**src/rtl/mod_counter.sv**
```systemverilog
// Up/down modulo counter with parallel load, wrap or saturate at the range limits,
// a combinational terminal-count output for cascading and a sticky limit-event flag.
module mod_counter #(
   parameter int unsigned WIDTH    = 6,
   parameter int unsigned MODULUS  = 64,
   parameter int unsigned SATURATE = 0
) (
   input  logic             Clock,
   input  logic             Reset,
   input  logic             Enable,
   input  logic             Load,
   input  logic             Up,
   input  logic [WIDTH-1:0] Data,
   input  logic             ClearFlag,
   output logic [WIDTH-1:0] Count,
   output logic             TermCount,
   output logic             Rollover
);

   if (WIDTH < 2 || WIDTH > 31) begin : gen_bad_width
      $error("mod_counter: WIDTH must be in 2..31");
   end
   if (MODULUS < 2 || MODULUS > (32'd1 << WIDTH)) begin : gen_bad_modulus
      $error("mod_counter: MODULUS must be in 2..2**WIDTH");
   end
   if (SATURATE > 1) begin : gen_bad_saturate
      $error("mod_counter: SATURATE must be 0 or 1");
   end

   localparam logic [WIDTH:0]   ModExt = (WIDTH+1)'(MODULUS);
   localparam logic [WIDTH-1:0] MaxVal = WIDTH'(MODULUS - 1);
   localparam bit               Sat    = (SATURATE != 0);

   logic [WIDTH-1:0] count_q, count_d;
   logic             rollover_q, rollover_d;
   logic             at_top, at_bot, limit;

   assign at_top = (count_q == MaxVal);
   assign at_bot = (count_q == '0);
   assign limit  = Enable & ~Load & ((Up & at_top) | (~Up & at_bot));

   always_comb begin
      count_d    = count_q;
      rollover_d = rollover_q;
      if (Load) begin
         // Out-of-range load values clamp to the top of the range.
         count_d = ({1'b0, Data} < ModExt) ? Data : MaxVal;
      end else begin
         if (Enable) begin
            if (Up) begin
               if (at_top) count_d = Sat ? MaxVal : '0;
               else        count_d = count_q + 1'b1;
            end else begin
               if (at_bot) count_d = Sat ? '0 : MaxVal;
               else        count_d = count_q - 1'b1;
            end
         end
         if (limit)          rollover_d = 1'b1;
         else if (ClearFlag) rollover_d = 1'b0;
      end
   end

   always_ff @(posedge Clock) begin
      if (Reset) begin
         count_q    <= '0;
         rollover_q <= 1'b0;
      end else begin
         count_q    <= count_d;
         rollover_q <= rollover_d;
      end
   end

   assign Count     = count_q;
   assign Rollover  = rollover_q;
   assign TermCount = limit & ~Reset;

endmodule

```
**config.mk**
```make
export PLATFORM = sky130hd
export DESIGN_NAME = mod_counter
export DESIGN_NICKNAME = d
export VERILOG_FILES = /design/src/rtl/mod_counter.sv
export SDC_FILE = /design/constraint.sdc
export NUM_CORES = 1
export LEC_CHECK = 0
export BUFFER_PORTS_ARGS = -buffer_cell sky130_fd_sc_hd__buf_2
export CAP_MARGIN = 20
export CORE_AREA = 3 3 40 42
export CTS_BUF_LIST = sky130_fd_sc_hd__clkbuf_4
export DETAILED_ROUTE_END_ITERATION = 6
export DIE_AREA = 0 0 43 45
export PLACE_DENSITY = 0.77
export SYNTH_ARGS = -nofsm -noshare
export SYNTH_HDL_FRONTEND = slang
export SYNTH_SLANG_ARGS = --single-unit
export TNS_END_PERCENT = 1
```
**constraint.sdc**
```tcl
create_clock -name Clock -period 2.1 [get_ports Clock]
set_input_delay 0.21 -clock Clock [delete_from_list [all_inputs] [get_ports Clock]]
set_output_delay 0.21 -clock Clock [all_outputs]
set_load 0.02 [all_outputs]
```
# Word-level counts from Yosys, hierarchy flattened
# Index checks and enable logic that the tools add are counted.
# totals
ff_bits,7
in_bits,12
out_inout_bits,8
wordCells,25
# op_classes
add_sub_neg,2
n_eq_ne,1
mux,7
n_bitwise,9
reduce_logical,4
# ops
operator,count
6-bit two-way mux,5
"6-bit by 1-bit adder with 6-bit output, second input constant",1
"6-bit equality test, second input constant",1
6-bit zero test,1
"6-bit by 1-bit subtractor with 6-bit output, second input constant",1
1-bit AND,5
2-bit nonzero test,2
1-bit NOT,3
1-bit two-way mux,2
2-bit AND reduction,1
1-bit bitwise OR,1

# Depth between registers and ports, before layout
# Gate-level depths: netlist of the first run.
# logic_depth
word_depth,6
ltp_mapped,6
mapped_depth_nobuf,6

# Least setup slack after synthesis of the first run
# No wires, ideal clock.
# synth_timing
path_type,register -> output
from,"reg count_q[3], in the netlist Count[3]"
to,out TermCount
arrival_time_ns,2.058
required_ns,1.890
path_slack_ns,-0.168
stages_incl_launch_ff,6
path_buffers,1
cell_sequence,dfxtp_1 -> buf_6 -> or4_4 -> nor3b_4 -> nor2b_1 -> nor4_1
# synth_between
elab_chain_cells,5
word_cells_on_any_way,7
classes_between,1 x eq/ne; 5 x bitwise; 1 x reduce/logical
# synth_rtl
item,line_no,rtl
"start, declared",34,"logic [WIDTH-1:0] count_q, count_d;"
"start signal, assigned",68,count_q <= count_d;
6-bit equality test or 6-bit zero test (tied branches),"38, 39",
1-bit AND,40,assign limit = Enable & ~Load & ((Up & at_top) | (~Up & at_bot));
1-bit bitwise OR (*),40,
1-bit AND (*),40,
1-bit AND (*),75,assign TermCount = limit & ~Reset;
"end, declared",16,"output logic TermCount,"
# Every way passes the cells marked *; elsewhere a longest branch is shown, timed or not.

# Final worst setup path of the first run
# layout_timing
from,"reg count_q[4], in the netlist Count[4]"
to,out TermCount
# Same word-level chain as after synthesis.

==> impl_metrics.json, run 1 <==
{
  "max_freq_mhz": 507,
  "synthCells": 76,
  "max_slew.worst_pin.slew_ns": 0.463,
  "min_delay_path_depth": 3,
  "drive_gt1_share_pct": 32.6,
  "cts_sinks": 7,
  "status": "finished, final reports clean",
  "finalCritPeriodShare_pct": 93.9,
  "synth_seq_area_share_pct": 23.2,
  "fin_nets": 111,
  "cts_tree": "built",
  "grt-ovfl-total": 0,
  "cp_data_required_time_ns": 1.89,
  "grt_max_degree": 21,
  "fillers": 116,
  "end_kind": "primary output",
  "multi_input_area_um2": 414,
  "synth_top_area_share_pct": 23.2,
  "worstHoldStart": "Data[0]",
  "rsz0062_at_grt": "no",
  "grt.total_usage_pct": 16.8,
  "yosys-top-cells-area": "dfxtp_1, ha_1, a21oi_1",
  "setup_viol": 0,
  "synth.avg_cell_area_um2": 7.95,
  "fp.dieW_um": 43,
  "ctsHoldBuffers": 0,
  "holdPathEnd": "Count[0]",
  "drv_slew": 0,
  "layout_min_cycle_time_ns": 1.97,
  "power_leakage_uw": 0.000332,
  "r2r_start": "Count[4]",
  "synthDistinctLibCells": 36,
  "p_total_uw": 443,
  "ios": 20,
  "seqCellArea_um2": 140,
  "fin_util_pct": 58.0,
  "clkTransAtPathRegs_ns": 0.06,
  "worstReg2RegEnd": "Count[4]",
  "port_buffers": 19,
  "post-route-drc-count": 0,
  "die_area_mm2": 0.00194,
  "cp.arrival_ns": 1.76,
  "dpl.cell_count": 105,
  "core_area_mm2": 0.00128,
  "die_h_um": 45,
  "ctsRootBufferMaster": "clkbuf_4",
  "gp_congestion": 0.823,
  "tns_ns": 0,
  "reg2regPathDepth": 5,
  "synth_area_leader_cell": "dfxtp_1",
  "rows": 13,
  "cts_buffer_depth": 2,
  "area_delta_synth_final_pct": 23.4,
  "numCtsBuffers": 3,
  "grt_pass1_vias": 535,
  "antenna_cells": 0,
  "skew_ns": 0.00776,
  "cap_violations": 0,
  "drtIter0Drc": 20,
  "irDropWorstVdd_mv": 0.475,
  "post_drt_wl_per_cell_um": 13.1,
  "first_pass_iters": 4,
  "ant_nets": 0,
  "syn_area_um2": 604,
  "routed_via_density": 5.90,
  "antenna_found_initial": 0,
  "synth_fp_nets": 91,
  "powerDensity_mw_per_mm2": 594,
  "path_max_fanout": 7,
  "start_util_pct": 47.0,
  "r2r_slack_ns": 0.35,
  "path_class": "flop to primary output",
  "synth_warnings": 0,
  "vias": 649,
  "instances_no_fill": 110,
  "start_kind": "flop",
  "grt_first_pass_wirelength_um": 2390,
  "wirelength_um": 1440,
  "hold_viol": 0,
  "ys_seq_elements": 7,
  "htreeDepth": 1,
  "hp-class": "primary input to flop",
  "hpwl_um": 1010,
  "slew_headroom_pct": 68.8,
  "clk_latency_ns": 0.26
}
## kinds of logic after synthesis
kind of cell,after synthesis,synth area share [%]
compound gates,25,28.2
xor+xnor,2,2.90
fa+ha+maj,3,6.21
buf+inv,13,9.32
flops,7,23.2
mux,3,5.18
simple gates,23,25.1
## state kept, by name, indices dropped and copies added, names as in the netlist
register  count
Count         6
Rollover      1
## layer usage
layer / global-route usage (%) / vias to the layer above / wire (µm)
met5: 0 / - / 0
met4: 7.23 / 0 / 21
met3: 5.58 / 5 / 115
met2: 26.0 / 21 / 681
met1: 21.5 / 294 / 621
li1: - / 329 / -
## worst max-delay path: stages (launching register included)
cell     delay [ns]
dfxtp_1        0.36
or4_4          0.53
nor3b_4        0.21
nor2b_1        0.10
nor4_2         0.13
buf_4          0.17
## worst max-delay path by stage
stage / cells after the start / endpoint / start
final: 5 / TermCount / Count[4]
after global routing: 5 / TermCount / Count[4]
after CTS: 5 / TermCount / Count[4]
after detailed placement: 5 / TermCount / Count[4]
after global placement: 5 / TermCount / Count[4]
after floorplan: 5 / TermCount / Count[3]
## where the power goes
part | switching [µW] | total (µW) | internal, µW
clock network | 54.5 | 140 | 85.7
logic | 79.0 | 143 | 63.6
registers | 16.5 | 160 | 144
## placed cells by master, fill, tap and decap left out, types with 2 or more instances in the layout
cell type  instances
nand2b_1           2
o21ai_0            3
and4_1             2
inv_1              6
nand2_1            3
o31ai_1            3
clkbuf_4           4
nand4_1            2
o41ai_1            2
a31oi_1            3
nor2b_1            2
nor2_1             3
buf_2             18
a211oi_1           3
a21oi_1            5
dfxtp_1            7
buf_4              4
mux2i_1            2
ha_1               3
## layout make-up
| type | instances | share of cell area [%] |
|---|---|---|
| inverter | 6 | 3.02 |
| timing repair buffer | 22 | 16.1 |
| sequential | 7 | 18.8 |
| multi-input combinational | 56 | 55.5 |
| tap | 15 | 2.52 |
| clock buffer | 4 | 4.03 |
## timing repair
item,4_1_cts,5_1_grt
resized for setup,0,1
setup buffers,1,0
pin swaps,1,0
setup endpoints to repair,1,1
## through the flow
step                area (µm²)  worst slack (ns)  hold slack (ns)
floorplan                  611            0.0598            0.355
global placement           706             0.293            0.468
detailed placement         706             0.272            0.469
CTS                        743             0.117            0.200
global route               746           0.00332            0.209
finish                     746             0.127            0.205
## cell usage after synthesis
| master | n |
|---|---|
| buf_1 | 1 |
| o41ai_1 | 2 |
| nand3_1 | 1 |
| o22ai_1 | 1 |
| nand2b_1 | 2 |
| xnor2_1 | 1 |
| nor3b_4 | 1 |
| inv_1 | 6 |
| nor2_1 | 3 |
| o221ai_1 | 1 |
| or2_2 | 1 |
| xor2_1 | 1 |
| buf_6 | 1 |
| a221oi_1 | 1 |
| o21bai_1 | 1 |
| clkbuf_1 | 5 |
| mux2i_1 | 2 |
| nor3_1 | 1 |
| nand3b_1 | 1 |
| o21ai_0 | 3 |
| o31ai_1 | 3 |
| a31oi_1 | 3 |
| nor2b_1 | 2 |
| nor4_1 | 2 |
| a21oi_1 | 5 |
| nand2_1 | 3 |
| dfxtp_1 | 7 |
| or4_4 | 1 |
| and4_1 | 2 |
| ha_1 | 3 |
| a211oi_1 | 3 |
| mux2_2 | 1 |
| nor3b_1 | 1 |
| o211ai_1 | 1 |
| nand4_1 | 2 |
| a2111oi_1 | 1 |
(Power assumes the default switching activity.)
==> run 2: changes to the inputs <==
--- a/config.mk
+++ b/config.mk
@@ -5,13 +5,17 @@
 export SDC_FILE = /design/constraint.sdc
 export NUM_CORES = 1
 export LEC_CHECK = 0
+export ABC_AREA = 1
 export BUFFER_PORTS_ARGS = -buffer_cell sky130_fd_sc_hd__buf_2
 export CAP_MARGIN = 20
-export CORE_AREA = 3 3 40 42
+export CELL_PAD_IN_SITES_DETAIL_PLACEMENT = 1
+export CELL_PAD_IN_SITES_GLOBAL_PLACEMENT = 1
+export CORE_ASPECT_RATIO = 0.75
+export CORE_MARGIN = 3
+export CORE_UTILIZATION = 36
 export CTS_BUF_LIST = sky130_fd_sc_hd__clkbuf_4
 export DETAILED_ROUTE_END_ITERATION = 6
-export DIE_AREA = 0 0 43 45
-export PLACE_DENSITY = 0.77
+export PLACE_DENSITY = 0.84
 export SYNTH_ARGS = -nofsm -noshare
 export SYNTH_HDL_FRONTEND = slang
 export SYNTH_SLANG_ARGS = --single-unit
==> run 2 against run 1 <==
Against the previous run:
- clock skew shrank 0.0044 ns
- design area grew 4.9%
- count of clock-buffer cells in the layout is the same
- area after synthesis grew 11%
- power grew 3.7%
- combinational power is essentially flat
- critical path depth grew 1
- largest power group unchanged
- highest routed layer unchanged
==> impl_metrics.json, run 2 <==
{
  "status": "finished, final reports clean",
  "core_area_mm2": 0.00162,
  "fp.dieW_um": 55.9,
  "vias": 736,
  "met3_length_um": 112,
  "grt_first_pass_wirelength_um": 3490,
  "multi_input_area_um2": 457,
  "synth_fp_nets": 112,
  "grt.total_usage_pct": 18.7,
  "post-route-drc-count": 0,
  "hold_viol": 0,
  "place_area_um2": 752,
  "reg2regPathDepth": 8,
  "cts_tree": "built",
  "synth_warnings": 0,
  "grt-ovfl-total": 0,
  "cts_resized": 0,
  "path_class": "flop to primary output",
  "mostFrequentLayoutCells": "nand2_1, buf_2, nand3_1",
  "grt_max_degree": 11,
  "synth_area_leader_cell": "dfxtp_1",
  "largest_reg_flops": 6,
  "synth_seq_area_share_pct": 20.8,
  "finalWorstSetupSlack_ns": 0.213,
  "ctsHoldBuffers": 0,
  "synthCells": 97,
  "drtIter0Drc": 14,
  "tns_ns": 0,
  "ctsRootBufferMaster": "clkbuf_4",
  "routed_via_density": 5.41,
  "layout_min_cycle_time_ns": 1.89,
  "hpwl_um": 1640,
  "cts_sinks": 7,
  "setup.worst_path.end": "TermCount",
  "ys.flop_type": "dfxtp_1",
  "drive_gt1_share_pct": 33.9,
  "fin_nets": 131,
  "area_delta_synth_final_pct": 16.2,
  "cp.arrival_ns": 1.68,
  "end_kind": "primary output",
  "power_leakage_uw": 0.000361,
  "max_freq_mhz": 530,
  "yosysMostFrequentCell": "nand2_1",
  "port_buffers": 19,
  "synth_edf_count": 0,
  "synth_async_sr_flop_share_pct": 0,
  "r2r_slack_ns": 0.64,
  "hp-class": "primary input to flop",
  "htreeDepth": 1,
  "ant_nets": 0,
  "rows": 12,
  "wl_met1_um": 881,
  "dr_wl_met2_um": 983,
  "cts_buffer_depth": 2,
  "numCtsBuffers": 3,
  "antenna_found_initial": 0,
  "wirelength_um": 2010,
  "top_layer": "met4",
  "worstSetupStartpoint": "Count[1]",
  "die_area_mm2": 0.00243,
  "antenna_cells": 0,
  "clkTransAtPathRegs_ns": 0.05,
  "cp_data_required_time_ns": 1.89,
  "seqCellArea_um2": 140,
  "mostFrequentLayoutCell": "nand2_1",
  "die_h_um": 43.5,
  "irDropWorstVdd_mv": 0.299,
  "worstReg2RegEnd": "Count[3]",
  "skew_ns": 0.00341,
  "setup_viol": 0,
  "ys_seq_elements": 7,
  "finalCritPeriodShare_pct": 89.9,
  "stdcell_area_um2": 782,
  "r2r_start": "Count[1]",
  "ys_top_cells_by_count": "nand2_1, nand3_1, dfxtp_1, inv_1",
  "fillers": 228,
  "grt_pass1_vias": 725,
  "post_drt_wl_per_cell_um": 14.8,
  "start_util_pct": 41.5,
  "synth.avg_cell_area_um2": 6.94,
  "dpl_worst_slack_ns": 0.493,
  "ios": 20,
  "synthDistinctLibCells": 29,
  "slew_headroom_pct": 67.5,
  "powerDensity_mw_per_mm2": 588,
  "start_kind": "flop",
  "drv_slew": 0,
  "yosys-top-cells-area": "dfxtp_1, nand2_1, nand3_1",
  "clk_latency_ns": 0.27,
  "first_pass_iters": 4,
  "cts_setup_buffers": 0,
  "synth_top_area_share_pct": 20.8,
  "syn_area_um2": 673,
  "gp_congestion": 0.867,
  "rsz0062_at_grt": "no",
  "cap_violations": 0,
  "path_max_fanout": 6,
  "max_slew.worst_pin.slew_ns": 0.487
}
run 2: kinds of logic after synthesis:
kind of cell | after synthesis | share of synthesized area, %
simple gates | 56 | 44.2
compound gates | 14 | 14.1
buf+inv | 14 | 11.3
flops | 7 | 20.8
xor+xnor | 3 | 3.90
fa+ha+maj | 3 | 5.58
run 2: how the worst min path moves through the flow:
stage          slack, ns  cells after the start     start       end
2_1_floorplan       0.38                      2   Data[0]  Count[0]
6_report            0.21                      3   Data[1]  Count[1]
4_1_cts             0.21                      3   Data[1]  Count[1]
3_5_place_dp        0.48                      2  Rollover  Rollover
3_3_place_gp        0.46                      2  Rollover  Rollover
5_1_grt             0.24                      3   Data[1]  Count[1]
run 2: power by group:
group | leakage [µW] | switching [µW] | total, µW | internal, µW
combinational | 0.000284 | 88.2 | 145 | 57.1
clock | 0.0000184 | 61.3 | 147 | 86.2
sequential | 0.0000578 | 24.2 | 167 | 143
run 2: metrics by stage:
step	utilization [%]	hold slack, ns	total power [µW]	std cells
3_3_place_gp	46.4	0.458	308	132
3_5_place_dp	46.4	0.483	313	132
4_1_cts	48.2	0.205	465	136
2_1_floorplan	-	0.377	276	97
5_1_grt	48.2	0.235	487	136
6_report	48.2	0.213	460	136
run 2: layout make-up:
type / instances / area share, %
inverters: 9 / 4.32
repair buffers: 19 / 12.2
flip-flops and latches: 7 / 17.9
multi-input cells: 76 / 58.4
well taps: 21 / 3.36
clock buffers: 4 / 3.84
run 2: worst max-delay path, stage by stage (launching register included):
cell and delay (ns):
dfxtp_1 0.45, ha_1 0.31, nand3_4 0.11, nor2_2 0.15, nand2_2 0.08, a21boi_2 0.14
buf_2 0.17
run 2: per-layer routing:
metal | vias to the layer above | track usage [%]
met3 | 5 | 6.25
met1 | 354 | 22.2
li1 | 357 | -
met2 | 20 | 31.8
met5 | - | 0
met4 | 0 | 7.11
